File: config.mk
export PLATFORM = sky130hd
export DESIGN_NAME = stream_unpack_flat
export DESIGN_NICKNAME = d
export VERILOG_FILES = /design/src/rtl/stream_unpack_if.sv /design/src/rtl/stream_unpack.sv /design/src/flat_wrapper.sv
export SDC_FILE = /design/constraint.sdc
export NUM_CORES = 1
export LEC_CHECK = 0
export BUFFER_PORTS_ARGS = -buffer_cell sky130_fd_sc_hd__buf_2
export CORE_AREA = 2 2 199 201
export CTS_CLUSTER_SIZE = 30
export DETAILED_ROUTE_END_ITERATION = 16
export DIE_AREA = 0 0 201 203
export MAX_ROUTING_LAYER = met4
export PLACE_DENSITY = 0.77
export SKIP_CTS_REPAIR_TIMING = 1
export SYNTH_ARGS = -nofsm -noshare
export SYNTH_HDL_FRONTEND = slang
export SYNTH_SLANG_ARGS = --single-unit
File: constraint.sdc
create_clock -name clk -period 8.1 [get_ports clk]
set_clock_uncertainty 0.15 [all_clocks]
set_input_delay 0.81 -clock clk [delete_from_list [all_inputs] [get_ports clk]]
set_output_delay 0.81 -clock clk [all_outputs]
set_load 0.01 [all_outputs]
File: src/rtl/stream_unpack_if.sv
// stream_unpack_if: bundles the serialized-chain input stream and the
// frame readout/status signals of stream_unpack.
//   master : stream/readout driver (host side / testbench)
//   slave  : stream_unpack
// Parameters: dwi = sample width, aw = read-address width.
interface stream_unpack_if #(
  parameter int dwi = 28,
  parameter int aw  = 3
);
  logic                  strobe;
  logic signed [dwi-1:0] stream_in;
  logic                  gate_in;
  logic [aw-1:0]         rd_addr;
  logic signed [dwi-1:0] rd_data;
  logic                  frame_valid;
  logic                  frame_ack;
  logic [7:0]            frame_seq;
  logic                  len_err;
  logic [15:0]           overrun_cnt;

  modport master (
    output strobe, stream_in, gate_in, rd_addr, frame_ack,
    input  rd_data, frame_valid, frame_seq, len_err, overrun_cnt
  );

  modport slave (
    input  strobe, stream_in, gate_in, rd_addr, frame_ack,
    output rd_data, frame_valid, frame_seq, len_err, overrun_cnt
  );
endinterface

File: src/rtl/stream_unpack.sv
// stream_unpack: captures the burst at the tail of a serialize chain into
// a ping-pong pair of register banks and exposes the last published frame
// for random-access readout.
// Ports:
//   clk, rst_n      : clock, asynchronous active-low reset
//   bus (slave)     : strobe/stream_in/gate_in burst input, rd_addr/rd_data
//                     readout (1-cycle latency), frame_valid/frame_ack
//                     handshake, frame_seq, len_err pulse, overrun_cnt
// Parameters: dwi sample width, nch channels per frame, aw read-address width.
// Build option: define STREAM_UNPACK_OVERRUN_CNT_EN to build the 16-bit
// saturating dropped-frame counter; otherwise overrun_cnt is tied to 0.
module stream_unpack #(
  parameter int dwi = 28,
  parameter int nch = 8,
  parameter int aw  = 3
) (
  input logic            clk,
  input logic            rst_n,
  stream_unpack_if.slave bus
);
  localparam int cw = $clog2(nch + 1);
  localparam int iw = (nch > 1) ? $clog2(nch) : 1;
  localparam logic [cw-1:0] last = cw'(nch);

  typedef enum logic {IDLE, COLLECT} state_t;

  state_t                       state, state_nxt;
  logic [cw-1:0]                cnt, cnt_nxt;
  logic                         wbank;      // bank currently filling; ~wbank is held
  logic                         has_frame;  // a frame has been published since reset
  logic                         wr_en, err, done, publish;
  logic                         in_range;
  logic [1:0][nch-1:0][dwi-1:0] bank;

  // Burst framing. A strobe always restarts the burst; the word riding on
  // the strobe cycle belongs to the abandoned burst and is dropped.
  always_comb begin
    state_nxt = state;
    cnt_nxt   = cnt;
    wr_en     = 1'b0;
    err       = 1'b0;
    done      = 1'b0;
    case (state)
      IDLE: begin
        if (bus.strobe) begin
          state_nxt = COLLECT;
          cnt_nxt   = '0;
        end
      end
      COLLECT: begin
        if (bus.strobe) begin
          err     = (cnt != '0);
          cnt_nxt = '0;
        end else if (bus.gate_in) begin
          if (cnt < last) begin
            wr_en   = 1'b1;
            cnt_nxt = cnt + 1'b1;
          end else begin
            err       = 1'b1;
            state_nxt = IDLE;
          end
        end else if (cnt != '0) begin
          // gate dropped: burst over, length decides the outcome
          if (cnt == last) done = 1'b1;
          else             err  = 1'b1;
          state_nxt = IDLE;
        end
      end
      default: state_nxt = IDLE;
    endcase
  end

  // An ack in the completion cycle frees the held bank just in time.
  assign publish  = done && (!bus.frame_valid || bus.frame_ack);
  assign in_range = 32'(bus.rd_addr) < nch;

  always_ff @(posedge clk or negedge rst_n) begin
    if (!rst_n) begin
      state           <= IDLE;
      cnt             <= '0;
      wbank           <= 1'b0;
      has_frame       <= 1'b0;
      bus.frame_valid <= 1'b0;
      bus.frame_seq   <= '0;
      bus.len_err     <= 1'b0;
      bus.rd_data     <= '0;
    end else begin
      state       <= state_nxt;
      cnt         <= cnt_nxt;
      bus.len_err <= err;
      if (publish) begin
        wbank           <= ~wbank;
        has_frame       <= 1'b1;
        bus.frame_valid <= 1'b1;
        bus.frame_seq   <= bus.frame_seq + 8'd1;
      end else if (bus.frame_ack) begin
        bus.frame_valid <= 1'b0;
      end
      // Bank contents are never cleared, so mask reads until a frame exists.
      bus.rd_data <= (has_frame && in_range) ? bank[~wbank][bus.rd_addr[iw-1:0]] : '0;
    end
  end

  // Sample storage: only the filling bank is ever written.
  always_ff @(posedge clk) begin
    if (wr_en) bank[wbank][cnt[iw-1:0]] <= bus.stream_in;
  end

`ifdef STREAM_UNPACK_OVERRUN_CNT_EN
  always_ff @(posedge clk or negedge rst_n) begin
    if (!rst_n)
      bus.overrun_cnt <= '0;
    else if (done && !publish && bus.overrun_cnt != 16'hFFFF)
      bus.overrun_cnt <= bus.overrun_cnt + 16'd1;
  end
`else
  assign bus.overrun_cnt = '0;
`endif

endmodule

File: src/flat_wrapper.sv
// flat-port wrapper written by rule: the top's interface ports become plain ports
module stream_unpack_flat 
#(
  parameter int dwi = 28,
  parameter int nch = 8,
  parameter int aw  = 3
)
  (clk, rst_n, bus_strobe, bus_stream_in, bus_gate_in, bus_rd_addr, bus_frame_ack, bus_rd_data, bus_frame_valid, bus_frame_seq, bus_len_err, bus_overrun_cnt);
  stream_unpack_if #(.dwi(dwi), .aw(aw)) bus_i ();
  input logic clk;
  input logic rst_n;
  input wire logic [$bits(bus_i.strobe)-1:0] bus_strobe;
  input wire logic [$bits(bus_i.stream_in)-1:0] bus_stream_in;
  input wire logic [$bits(bus_i.gate_in)-1:0] bus_gate_in;
  input wire logic [$bits(bus_i.rd_addr)-1:0] bus_rd_addr;
  input wire logic [$bits(bus_i.frame_ack)-1:0] bus_frame_ack;
  output wire logic [$bits(bus_i.rd_data)-1:0] bus_rd_data;
  output wire logic [$bits(bus_i.frame_valid)-1:0] bus_frame_valid;
  output wire logic [$bits(bus_i.frame_seq)-1:0] bus_frame_seq;
  output wire logic [$bits(bus_i.len_err)-1:0] bus_len_err;
  output wire logic [$bits(bus_i.overrun_cnt)-1:0] bus_overrun_cnt;
  assign bus_i.strobe = bus_strobe;
  assign bus_i.stream_in = bus_stream_in;
  assign bus_i.gate_in = bus_gate_in;
  assign bus_i.rd_addr = bus_rd_addr;
  assign bus_i.frame_ack = bus_frame_ack;
  assign bus_rd_data = bus_i.rd_data;
  assign bus_frame_valid = bus_i.frame_valid;
  assign bus_frame_seq = bus_i.frame_seq;
  assign bus_len_err = bus_i.len_err;
  assign bus_overrun_cnt = bus_i.overrun_cnt;
  stream_unpack #(.dwi(dwi), .nch(nch), .aw(aw)) u_core (.clk(clk), .rst_n(rst_n), .bus(bus_i));
endmodule
### After elaboration in Yosys (flattened, before gate mapping)

Index checks and enable logic that the tools add are counted.

* register bits: 493
* output and inout bits: 54
* logic and storage cells: 84

* add/sub/neg operators: 2
* magnitude comparators: 7
* equal/unequal tests: 4
* mux-type cells: 37
* bitwise operators: 2
* reductions and logical operators: 8

Operators by type and width (count)
* $mux W224: 3
* $bwmux W448: 1
* $demux W224 S1: 1
* $bmux W28 S3: 1
* $demux W28 S3: 1
* $mux W28: 3
* $mux W1: 21
* $mux W4: 4
* $add A8 B1 Y8 const B: 1
* $lt A3 B4 Y1 const B: 2
* $pmux W4 S2: 1
* $ne A3 B3 Y1 const B: 2
* $add A4 B1 Y4 const B: 1
* $eq A4 B4 Y1 const B: 1
* $lt A1 B2 Y1 const B: 2
* $lt A4 B4 Y1 const B: 1
* $reduce_bool A4 Y1: 1
* $ge A3 B1 Y1 const B: 1
* $logic_and A1 B1 Y1: 3
* $reduce_and A3 Y1: 1
* $ne A2 B2 Y1 const B: 1
* $not A1 Y1: 2
* $pmux W1 S2: 1
* $reduce_bool A2 Y1: 1
* other kinds (3): 3

### Depth between registers and ports, before layout

Gate-level depths: netlist (run 1).

* depth after elaboration: 8
* mapped depth: 8

### Least setup slack after synthesis (run 1)

OpenSTA, ideal clock, no wires.

* path kind: input port to flip-flop
* from: input bus_gate_in
* to: register u_core.bank[0] (netlist name), enable pin
* arrival: 4.141 ns
* setup slack: 3.325 ns
* stages on the path: 4
* path buffers: 1
* cell sequence: nand3b_1 > or3_1 > clkbuf_1 > nor4_1

* word-level cells in the longest chain between the ends: 3

Ends and longest elaborated chain
* start: declaration: RTL line flat_wrapper.sv:14 `input wire logic [$bits(bus_i.gate_in)-1:0] bus_gate_in;`
* $mux W1: RTL line stream_unpack.sv:54 `end else if (bus.gate_in) begin`
* $mux W1: RTL line stream_unpack.sv:51 `if (bus.strobe) begin`
* $mux W1: RTL line stream_unpack.sv:43 `case (state)`
* end signal: indexed assignment: RTL line stream_unpack.sv:106 `if (wr_en) bank[wbank][cnt[iw-1:0]] <= bus.stream_in;`
* end: declaration: RTL line stream_unpack.sv:33 `logic [1:0][nch-1:0][dwi-1:0] bank;`

Every way passes these cells.
A chain may end at the register's enable or synchronous reset.

### Worst setup path in the final report (run 1)

* from: register u_core.wbank
* to: register u_core.bus.rd_data[21]

* word-level cells in the longest chain between the ends: 5

Ends and longest elaborated chain
* start: declaration: RTL line stream_unpack.sv:29 `logic wbank;`
* start signal: assignment: RTL line stream_unpack.sv:92 `wbank <= ~wbank;`
* $mux W224 (implied by the code) (2 in a row): RTL line stream_unpack.sv:100 `bus.rd_data <= (has_frame && in_range) ? bank[~wbank][bus.rd_addr[iw-1:0]] : '0;`
* $bmux W28 S3: RTL line stream_unpack.sv:100
* $mux W28 (implied by the code): RTL line stream_unpack.sv:100
* $mux W28: RTL line stream_unpack.sv:100
* end signal: assignment: RTL line stream_unpack.sv:100
* end: declaration: RTL line stream_unpack_if.sv:28 `output rd_data, frame_valid, frame_seq, len_err, overrun_cnt`

Every way passes these cells. The select of a mux whose other input is x is not followed.

==> summary.txt, run 1 <==
Routing
  – Vias: 9707
  – Detailed Routing Iterations Pass 1: 5
  – Post-Route WL: 40230 um
  – Vias/cell: 5.737
  – Wire length per cell: 23.78 um
  – Initial DRC Count: 1133
  – Routed Antenna Nets: 0
  – Number of remaining DRC errors: 0

STA
  – Endpoints failing hold: 0
  – Relative slew slack: 0.2489
  – Fmax: 338.1 MHz
  – RSZ-0062 raised after global routing: false
  – Setup TNS: 0 ps
  – Min Tclk post-route: 2958 ps
  – Final period util: 0.3652
  – Fin. max-slew vios: 0
  – Final setup violation count: 0
  – Hold WS: 281.7 ps
  – Slew @ Worst Pin: 1124 ps

Layout
  – Final nets: 1174
  – Syn-to-layout area delta: 12.73%
  – Layout cell share with drive strength beyond 1: 0.1758
  – Finished Layout Cells: 1692
  – Fillcell total: 2874
  – Post-layout util: 0.5575

CTS
  – Clk slew on worst S/H paths: 60 ps
  – CTS tree: built
  – Maximum root-to-sink buffer count: 3
  – TritonCTS Buffers: 48
  – Clk_lat worst skew: 540 ps
  – Clock sink total: 493
  – Root Driver: clkbuf_16
  – H-Tree Depth: 2

Global route
  – Initial antenna violation count: 2
  – GRT overflow: 0
  – Total GRT Usage: 0.2023
  – Global-route wire length before repair: 60330 um
  – Vias in the first global route: 9766
  – Largest net degree at the start of global routing: 115

Place
  – Port bufs: 73
  – Routability cong.: 0.7327
  – Post-DP HPWL: 20130 um
  – Placed cell count: 1603

Yosys
  – Synth Cell Area: 19020 sq um
  – Post-synth EDFFs: 448
  – Synthesis warning total: 0
  – Sequential area share after synthesis: 0.7664
  – Post-Synthesis Cells: 1046
  – Mean Syn Cell Area: 18.19 sq um
  – Async SR Flop Fraction: 0.09128
  – Post-synthesis sequential element count: 493
  – Synth Flop Type: edfxtp_1
  – Synth unique cells: 42

Power
  – Total power: 5.243 mW
  – Pwr/cell area: 244.5 nW/um^2
  – Leakage: 7.390 nW
  – Peak supply drop: 0.2080 mV

Die
  – Chip width: 201 um
  – # IOs: 90
  – Die area: 40800 sq um
  – Die Y: 203 um
  – Starting Density: 0.4945
  – Rows: 72
  – Core footprint: 38470 sq um

Worst setup path
  – Req. time, crit path: 8390 ps
  – Critical path peak fanout: 59
  – CP endpoint kind: flop
  – Kind of critical path: reg -> reg
  – CP Launch Type: flop
  – Worst Path Arrival: 3250 ps

Job
  – Max-Cap Viols: 0

Hold path
  – HP Class: in -> async

Status
  – Status: finished clean
[registers in the layout, indices dropped and copies added, names as in the netlist]
| signal | flops |
|---|---|
| u_core.bus.frame_seq | 8 |
| u_core.has_frame | 1 |
| u_core.cnt | 4 |
| u_core.bank | 448 |
| u_core.wbank | 1 |
| u_core.bus.frame_valid | 1 |
| u_core.bus.len_err | 1 |
| u_core.bus.rd_data | 28 |
| u_core.state | 1 |
[cells in the mapped netlist, drive strengths merged, types with 5 or more instances]
cell / n / share of area
clkbuf: 15 / 0.0030
mux4: 10 / 0.012
xnor2: 8 / 0.0037
a22oi: 92 / 0.036
nor3: 7 / 0.0024
mux2i: 205 / 0.11
buf: 58 / 0.024
nor2: 14 / 0.0028
a221oi: 10 / 0.0046
o21ai: 21 / 0.0055
nor2b: 5 / 0.0016
edfxtp: 448 / 0.71
o22ai: 18 / 0.0059
dfrtp: 45 / 0.059
nand2: 52 / 0.010
[area by class of cell]
class,count,area (sq um),area share
repair buffers,97,558.0,0.02602
multi-input cells,491,4095,0.1910
well taps,518,648.1,0.03022
flip-flops and latches,493,14580,0.6800
diodes,2,5.005,0.0002334
inverters,4,15.01,0.0007001
clock inverters,21,151.4,0.007059
clock buffers,66,1390,0.06482
[cells by family after synthesis]
family / Yosys count / synth area share
adders and majority gates: 3 / 0.001973
other: 1 / 0.0001971
AOI/OAI and AO/OA: 144 / 0.05341
buffers and inverters: 77 / 0.02782
and+or+nand+nor: 102 / 0.02532
muxes: 216 / 0.1203
DFF: 493 / 0.7664
xor gates and xnor gates: 10 / 0.004604
[metrics by stage]
step / area [sq um] / worst slack [ps]
floorplan: 19080 / 3325
global placement: 19900 / 4969
detailed placement: 19900 / 4905
CTS: 21440 / 5123
global route: 21450 / 4998
finish: 21450 / 5142
[final timing paths]
kind	startpoint	end	slack [ps]	cells past startpoint
worst min register to register	u_core.bus.frame_seq[7]$_DFFE_PN0P_	u_core.bus.frame_seq[7]$_DFFE_PN0P_	320	1
worst min-delay path	rst_n	u_core.bus.rd_data[18]$_DFF_PN0_	280	2
max in group asynchronous	rst_n	u_core.wbank$_DFFE_PN0P_	6950	2
worst max register to register	u_core.wbank$_DFFE_PN0P_	u_core.bus.rd_data[21]$_DFF_PN0_	5140	5
worst max-delay path	u_core.wbank$_DFFE_PN0P_	u_core.bus.rd_data[21]$_DFF_PN0_	5140	5
min in group clk	u_core.bus.frame_seq[7]$_DFFE_PN0P_	u_core.bus.frame_seq[7]$_DFFE_PN0P_	320	1
[per-layer routing]
layer / vias to the layer above / part of all wire / global-route usage
met1: 4948 / 0.42 / 0.2655
met5: - / 0 / -
met3: 83 / 0.063 / 0.03098
met2: 383 / 0.49 / 0.3259
li1: 4293 / - / -
met4: 0 / 0.027 / 0.06852
[worst max-delay path, cell delays in order (launching register included)]
cell	delay, ps
dfrtp_4	970
buf_4	910
mux2i_1	220
a22oi_1	270
nand2_1	100
o22ai_1	200
[placed cells by master (no fill, tap or decap), drive strengths merged, types with 4 or more instances in the layout]
cell and instances:
edfxtp 448, mux2i 205, buf 97, a22oi 92, clkbuf 66, nand2 52, dfrtp 45, o21ai 21
clkinv 19, o22ai 18, conb 16, nor2 14, mux4 10, a221oi 10, xnor2 8, nor3 7
nor2b 5, inv 4, nor4 4, nand4 4
[power by group]
part | switching (mW) | internal (mW)
clock network | 0.907 | 1.26
registers | 0.0222 | 2.81
logic | 0.162 | 0.0822
(Power assumes the default switching activity.)
==> run 2, diff against run 1 <==
Settings changed: ABC_AREA set to 1, CORE_AREA 2 2 199 201 to 2 2 206 208, DIE_AREA 0 0 201 203 to 0 0 208 210, PLACE_DENSITY 0.77 to 0.78.
Clock period 8.1 ns to 3 ns, I/O delays scaled along.
==> summary.txt, run 2 <==
Routing
  – Wire length per cell: 18.46 um
  – Initial DRC Count: 1860
  – Number of remaining DRC errors: 0
  – Detailed Routing Iterations Pass 1: 5
  – Vias: 13930
  – Routed Antenna Nets: 0
  – Post-Route WL: 48080 um
  – Vias/cell: 5.351

CTS
  – CTS tree: built
  – Clock sink total: 493
  – TritonCTS Buffers: 49
  – Maximum root-to-sink buffer count: 3
  – Root Driver: clkbuf_16
  – Clk_lat worst skew: 590 ps
  – H-Tree Depth: 2
  – Clk slew on worst S/H paths: 60 ps

Worst setup path
  – Delay-heaviest family, CP: buffers and inverters
  – CP Launch Type: input port
  – CP endpoint kind: flop
  – Max stage delay on crit path: 530 ps
  – Critical path peak fanout: 28
  – Crit path cell chain: dlygate4sd3_1, buf_2, inv_1, nor2_1, nand2_1, nor2_1, nand2_1, buf_4, nor2_4, buf_4
  – Req. time, crit path: 3070 ps
  – Kind of critical path: in -> reg
  – Worst Path Arrival: 2480 ps
  – CP bufs+invs: 5
  – CP max stage cell: dlygate4sd3_1

STA
  – Final setup violation count: 0
  – Fin. max-slew vios: 0
  – Min Tclk post-route: 2414 ps
  – Relative slew slack: 0.3915
  – Hold WS: -13.62 ps
  – Setup TNS: 0 ps
  – Final setup margin: 586.1 ps
  – Fmax: 414.3 MHz
  – Slew @ Worst Pin: 912.7 ps
  – RSZ-0062 raised after global routing: false
  – Endpoints failing hold: 16
  – Final period util: 0.8046

Hold path
  – HP Class: in -> reg

Yosys
  – Async SR Flop Fraction: 0.09128
  – Mean Syn Cell Area: 10.73 sq um
  – Post-Synthesis Cells: 1920
  – Synth top area share: 0.6530
  – Post-synth top area cell: edfxtp_1
  – Synth Flop Type: edfxtp_1
  – Synthesis warning total: 0
  – Largest cells by area after synthesis: edfxtp_1 65%, nand2_1 13%, nand3_1 7.1%
  – Count leader, synth: nand2_1
  – Sequential area share after synthesis: 0.7077
  – Synth Cell Area: 20600 sq um
  – Post-synth EDFFs: 448
  – Synth unique cells: 25
  – Post-synthesis sequential element count: 493
  – Synth cell count leaders: 704 x nand2_1, 448 x edfxtp_1, 291 x nand3_1, 242 x inv_1, 54 x buf_2

Global route
  – Initial antenna violation count: 0
  – GRT overflow: 0
  – Global-route wire length before repair: 74400 um
  – Largest net degree at the start of global routing: 113
  – Vias in the first global route: 13570
  – Total GRT Usage: 0.2278

Power
  – Pwr/cell area: 617.3 nW/um^2
  – Peak supply drop: 0.3879 mV
  – Leakage: 9.873 nW

Status
  – Failing checks: hold timing
  – Status: finished with violations

Layout
  – Post-layout util: 0.5705
  – Finished Layout Cells: 2604
  – Layout cell share with drive strength beyond 1: 0.1012
  – Final nets: 2065
  – Post-Layout Inst Area: 23660 sq um
  – Commonest non-fill, non-tap cell in the layout: nand2_1
  – Most frequent cells in the layout: 704 x nand2_1, 448 x edfxtp_1, 291 x nand3_1, 240 x inv_1, 72 x buf_2
  – Largest register FFs: 448
  – N_diodes: 0
  – Syn-to-layout area delta: 14.86%

Place
  – Post-DP HPWL: 26720 um
  – Placed cell count: 2484
  – Routability cong.: 0.8206
  – Worst slack at placement: 556.3 ps
  – Port bufs: 73
  – Placed Area: 21780 sq um

Die
  – Starting Density: 0.4967
  – # IOs: 90
  – Die area: 43680 sq um
  – Chip width: 208 um
  – Core footprint: 41480 sq um
  – Die Y: 210 um
  – Rows: 75

Job
  – Max-Cap Viols: 0
run 2: changes by cell type after synthesis, moves of 11 or more:
cell and delta:
o22ai_1 -17, a22oi_1 -92, nand3_1 +288, o21ai_0 -14
a21oi_1 +28, buf_2 +49, nand2_1 +652, inv_1 +238
mux2i_1 -205, clkbuf_1 +11
run 2: area by class of cell:
type / instances / area, sq um
clock buffers: 69 / 1374
clock inverters: 21 / 205.2
fillers: 3216 / 17820
inverters: 244 / 922.1
multi-input cells: 1088 / 4695
flip-flops and latches: 493 / 14580
well taps: 539 / 674.4
repair buffers: 150 / 1209
run 2: worst reg2reg max path: stages, from the launching register on:
cell,delay (ps)
dfrtp_1,400
nor2_1,220
nand2_1,140
nor2_1,310
nand2_1,90
buf_4,230
nor2_4,90
buf_4,410
run 2: cell families after synthesis:
| kind of cell | synth area share |
|---|---|
| compound gates | 0.009536 |
| xor+xnor | 0.002551 |
| fa+ha+maj | 0.001822 |
| simple gates | 0.2052 |
| flops | 0.7077 |
| other cells | 0.0001820 |
| buf+inv | 0.07300 |
run 2: final timing paths:
path                                                          start                             endpoint  slack, ps  cells after the start
worst max-delay path                                    bus_gate_in           u_core.bank[177]$_DFFE_PP_        590                     10
min in group asynchronous                                     rst_n      u_core.bus.rd_data[4]$_DFF_PN0_        240                      2
worst min register to register  u_core.bus.frame_seq[0]$_DFFE_PN0P_  u_core.bus.frame_seq[0]$_DFFE_PN0P_        380                      1
worst max register to register            u_core.cnt[3]$_DFFE_PN0P_           u_core.bank[177]$_DFFE_PP_        600                      7
max in group asynchronous                                     rst_n         u_core.has_frame$_DFFE_PN0P_       1710                      3
worst min-delay path                              bus_stream_in[18]           u_core.bank[354]$_DFFE_PP_        -10                      1
run 2: routing by layer:
metal,part of all wire,global-route usage
met1,0.40,0.3001
met2,0.48,0.3616
met3,0.087,0.03129
met4,0.034,0.09269
met5,0,-
run 2: metrics by stage:
step                      hold WS [ps]  power, mW
after detailed placement         347.5      8.676
after floorplan                 -145.6      8.307
after global placement           330.9      8.651
after CTS                       -268.9      14.64
final                           -13.62      14.61
after global routing             3.193      15.03
run 2: where the power goes:
| group | internal (mW) | switching (mW) | leakage (nW) | total [mW] |
|---|---|---|---|---|
| clock | 3.53 | 2.50 | 0.775 | 6.03 |
| combinational | 0.276 | 0.661 | 4.51 | 0.938 |
| sequential | 7.60 | 0.0378 | 4.58 | 7.64 |
==> run 3, diff against run 2 <==
Clock period 3 ns to 2.5 ns, I/O delays scaled along.
==> summary.txt, run 3 (same netlist as run 2, synthesis figures left out) <==
Status
  – Status: finished clean

Routing
  – Vias/cell: 5.405
  – Vias: 14090
  – Wire length per cell: 19.06 um
  – Met2 wire len: 22310 um
  – Metal3 WL: 6162 um
  – Post-Route WL: 49670 um
  – Number of remaining DRC errors: 0
  – Top Metal Used: met4
  – Routed Antenna Nets: 0
  – Detailed Routing Iterations Pass 1: 6
  – Initial DRC Count: 1786
  – DRT met1 WL: 19670 um

Job
  – Max-Cap Viols: 0

Die
  – # IOs: 90
  – Chip width: 208 um
  – Die Y: 210 um
  – Starting Density: 0.4967
  – Core footprint: 41480 sq um
  – Rows: 75
  – Die area: 43680 sq um

Global route
  – Total GRT Usage: 0.2327
  – Vias in the first global route: 13600
  – Largest net degree at the start of global routing: 113
  – Initial antenna violation count: 0
  – GRT overflow: 0
  – Global-route wire length before repair: 75420 um

Place
  – Routability cong.: 0.8813
  – Port bufs: 73
  – Worst slack at placement: 264.0 ps
  – Post-DP HPWL: 29630 um

STA
  – RSZ-0062 raised after global routing: false
  – Endpoints failing hold: 0
  – Final setup violation count: 0
  – Min Tclk post-route: 2249 ps
  – Fmax: 444.7 MHz
  – Setup TNS: 0 ps
  – Relative slew slack: 0.4764
  – Final period util: 0.8995
  – Slew @ Worst Pin: 785.4 ps
  – Fin. max-slew vios: 0
  – Final setup margin: 251.4 ps

Power
  – Pwr/cell area: 728.4 nW/um^2
  – Peak supply drop: 0.5473 mV
  – Leakage: 9.883 nW

Layout
  – Fillcell total: 3188
  – Most frequent cells in the layout: 704 x nand2_1, 448 x edfxtp_1, 291 x nand3_1, 240 x inv_1, 72 x buf_2
  – Syn-to-layout area delta: 15.04%
  – Final nets: 2072
  – Largest register FFs: 448
  – Layout cell share with drive strength beyond 1: 0.1040
  – N_diodes: 0
  – Post-layout util: 0.5714
  – Commonest non-fill, non-tap cell in the layout: nand2_1

Worst setup path
  – Kind of critical path: reg -> reg
  – CP Launch Type: flop
  – Req. time, crit path: 2620 ps
  – CP max stage cell: dfrtp_1
  – Critical path peak fanout: 22
  – Max stage delay on crit path: 400 ps
  – Crit path cell chain: nor2_1, nand2_1, nor2_1, nand2_1, buf_4, nor2_4, buf_12
  – Worst Path Arrival: 2370 ps
  – CP endpoint kind: flop

CTS
  – Clk_lat worst skew: 580 ps
  – Clock sink total: 493
  – H-Tree Depth: 2
  – Clk slew on worst S/H paths: 60 ps
  – TritonCTS Buffers: 47
  – Root Driver: clkbuf_16
  – Maximum root-to-sink buffer count: 3
  – CTS tree: built

Hold path
  – HP Class: in -> reg
run 3: cell types whose count changed in the layout (fill, tap and decap cells not counted), moves of 3 or more:
cell and change:
clkbuf_16 -3, buf_12 +5, clkinvlp_4 +4, clkbuf_1 -5
clkinv_2 -3, buf_4 +3
run 3: final timing paths:
check | from | endpoint | slack (ps) | cells after the start
worst max-delay path | u_core.cnt[3]$_DFFE_PN0P_ | u_core.bank[67]$_DFFE_PP_ | 250 | 7
worst min-delay path | bus_rd_addr[2] | u_core.bus.rd_data[0]$_DFF_PN0_ | 9 | 3
worst max register to register | u_core.cnt[3]$_DFFE_PN0P_ | u_core.bank[67]$_DFFE_PP_ | 250 | 7
worst min register to register | u_core.bus.frame_seq[7]$_DFFE_PN0P_ | u_core.bus.frame_seq[7]$_DFFE_PN0P_ | 380 | 2
max in group asynchronous | rst_n | u_core.wbank$_DFFE_PN0P_ | 1840 | 3
min in group asynchronous | rst_n | u_core.bus.rd_data[9]$_DFF_PN0_ | 50 | 3
run 3: critical path, delay by kind of cell (launching register included):
family        cells  cell delay (ps)
flops             1              400
buf+inv           2              450
simple gates      5              920
run 3: per-stage QoR:
step	instances	power (mW)	hold WS, ps	area, sq um
2_1_floorplan	1935	9.969	-195.6	20660
3_3_place_gp	2492	10.44	124.0	21900
3_5_place_dp	2492	10.47	128.5	21900
4_1_cts	2575	17.26	-476.3	23390
5_1_grt	2606	17.76	8.337	23700
6_report	2606	17.26	9.027	23700
run 3: layout make-up:
type | instances | area (sq um) | share of cell area
Clock buffer | 61 | 1280 | 0.05401
Clock inverter | 22 | 203.9 | 0.008606
Inverter | 244 | 922.1 | 0.03891
Multi-Input combinational cell | 1088 | 4695 | 0.1981
Sequential cell | 493 | 14580 | 0.6153
Tap cell | 539 | 674.4 | 0.02846
Timing Repair Buffer | 159 | 1341 | 0.05660
run 3: layer usage:
metal  vias to the layer above  global-route usage
met4                         0             0.08608
met1                      6673              0.3101
li1                       6464                   -
met3                       130             0.06287
met2                       819              0.3457
met5                         -                   -
run 3: where the power goes:
part / internal [mW] / switching, mW / total, mW
logic: 0.349 / 0.854 / 1.20
registers: 9.12 / 0.0434 / 9.16
clock network: 3.92 / 2.98 / 6.90
total: 13.4 / 3.88 / 17.3
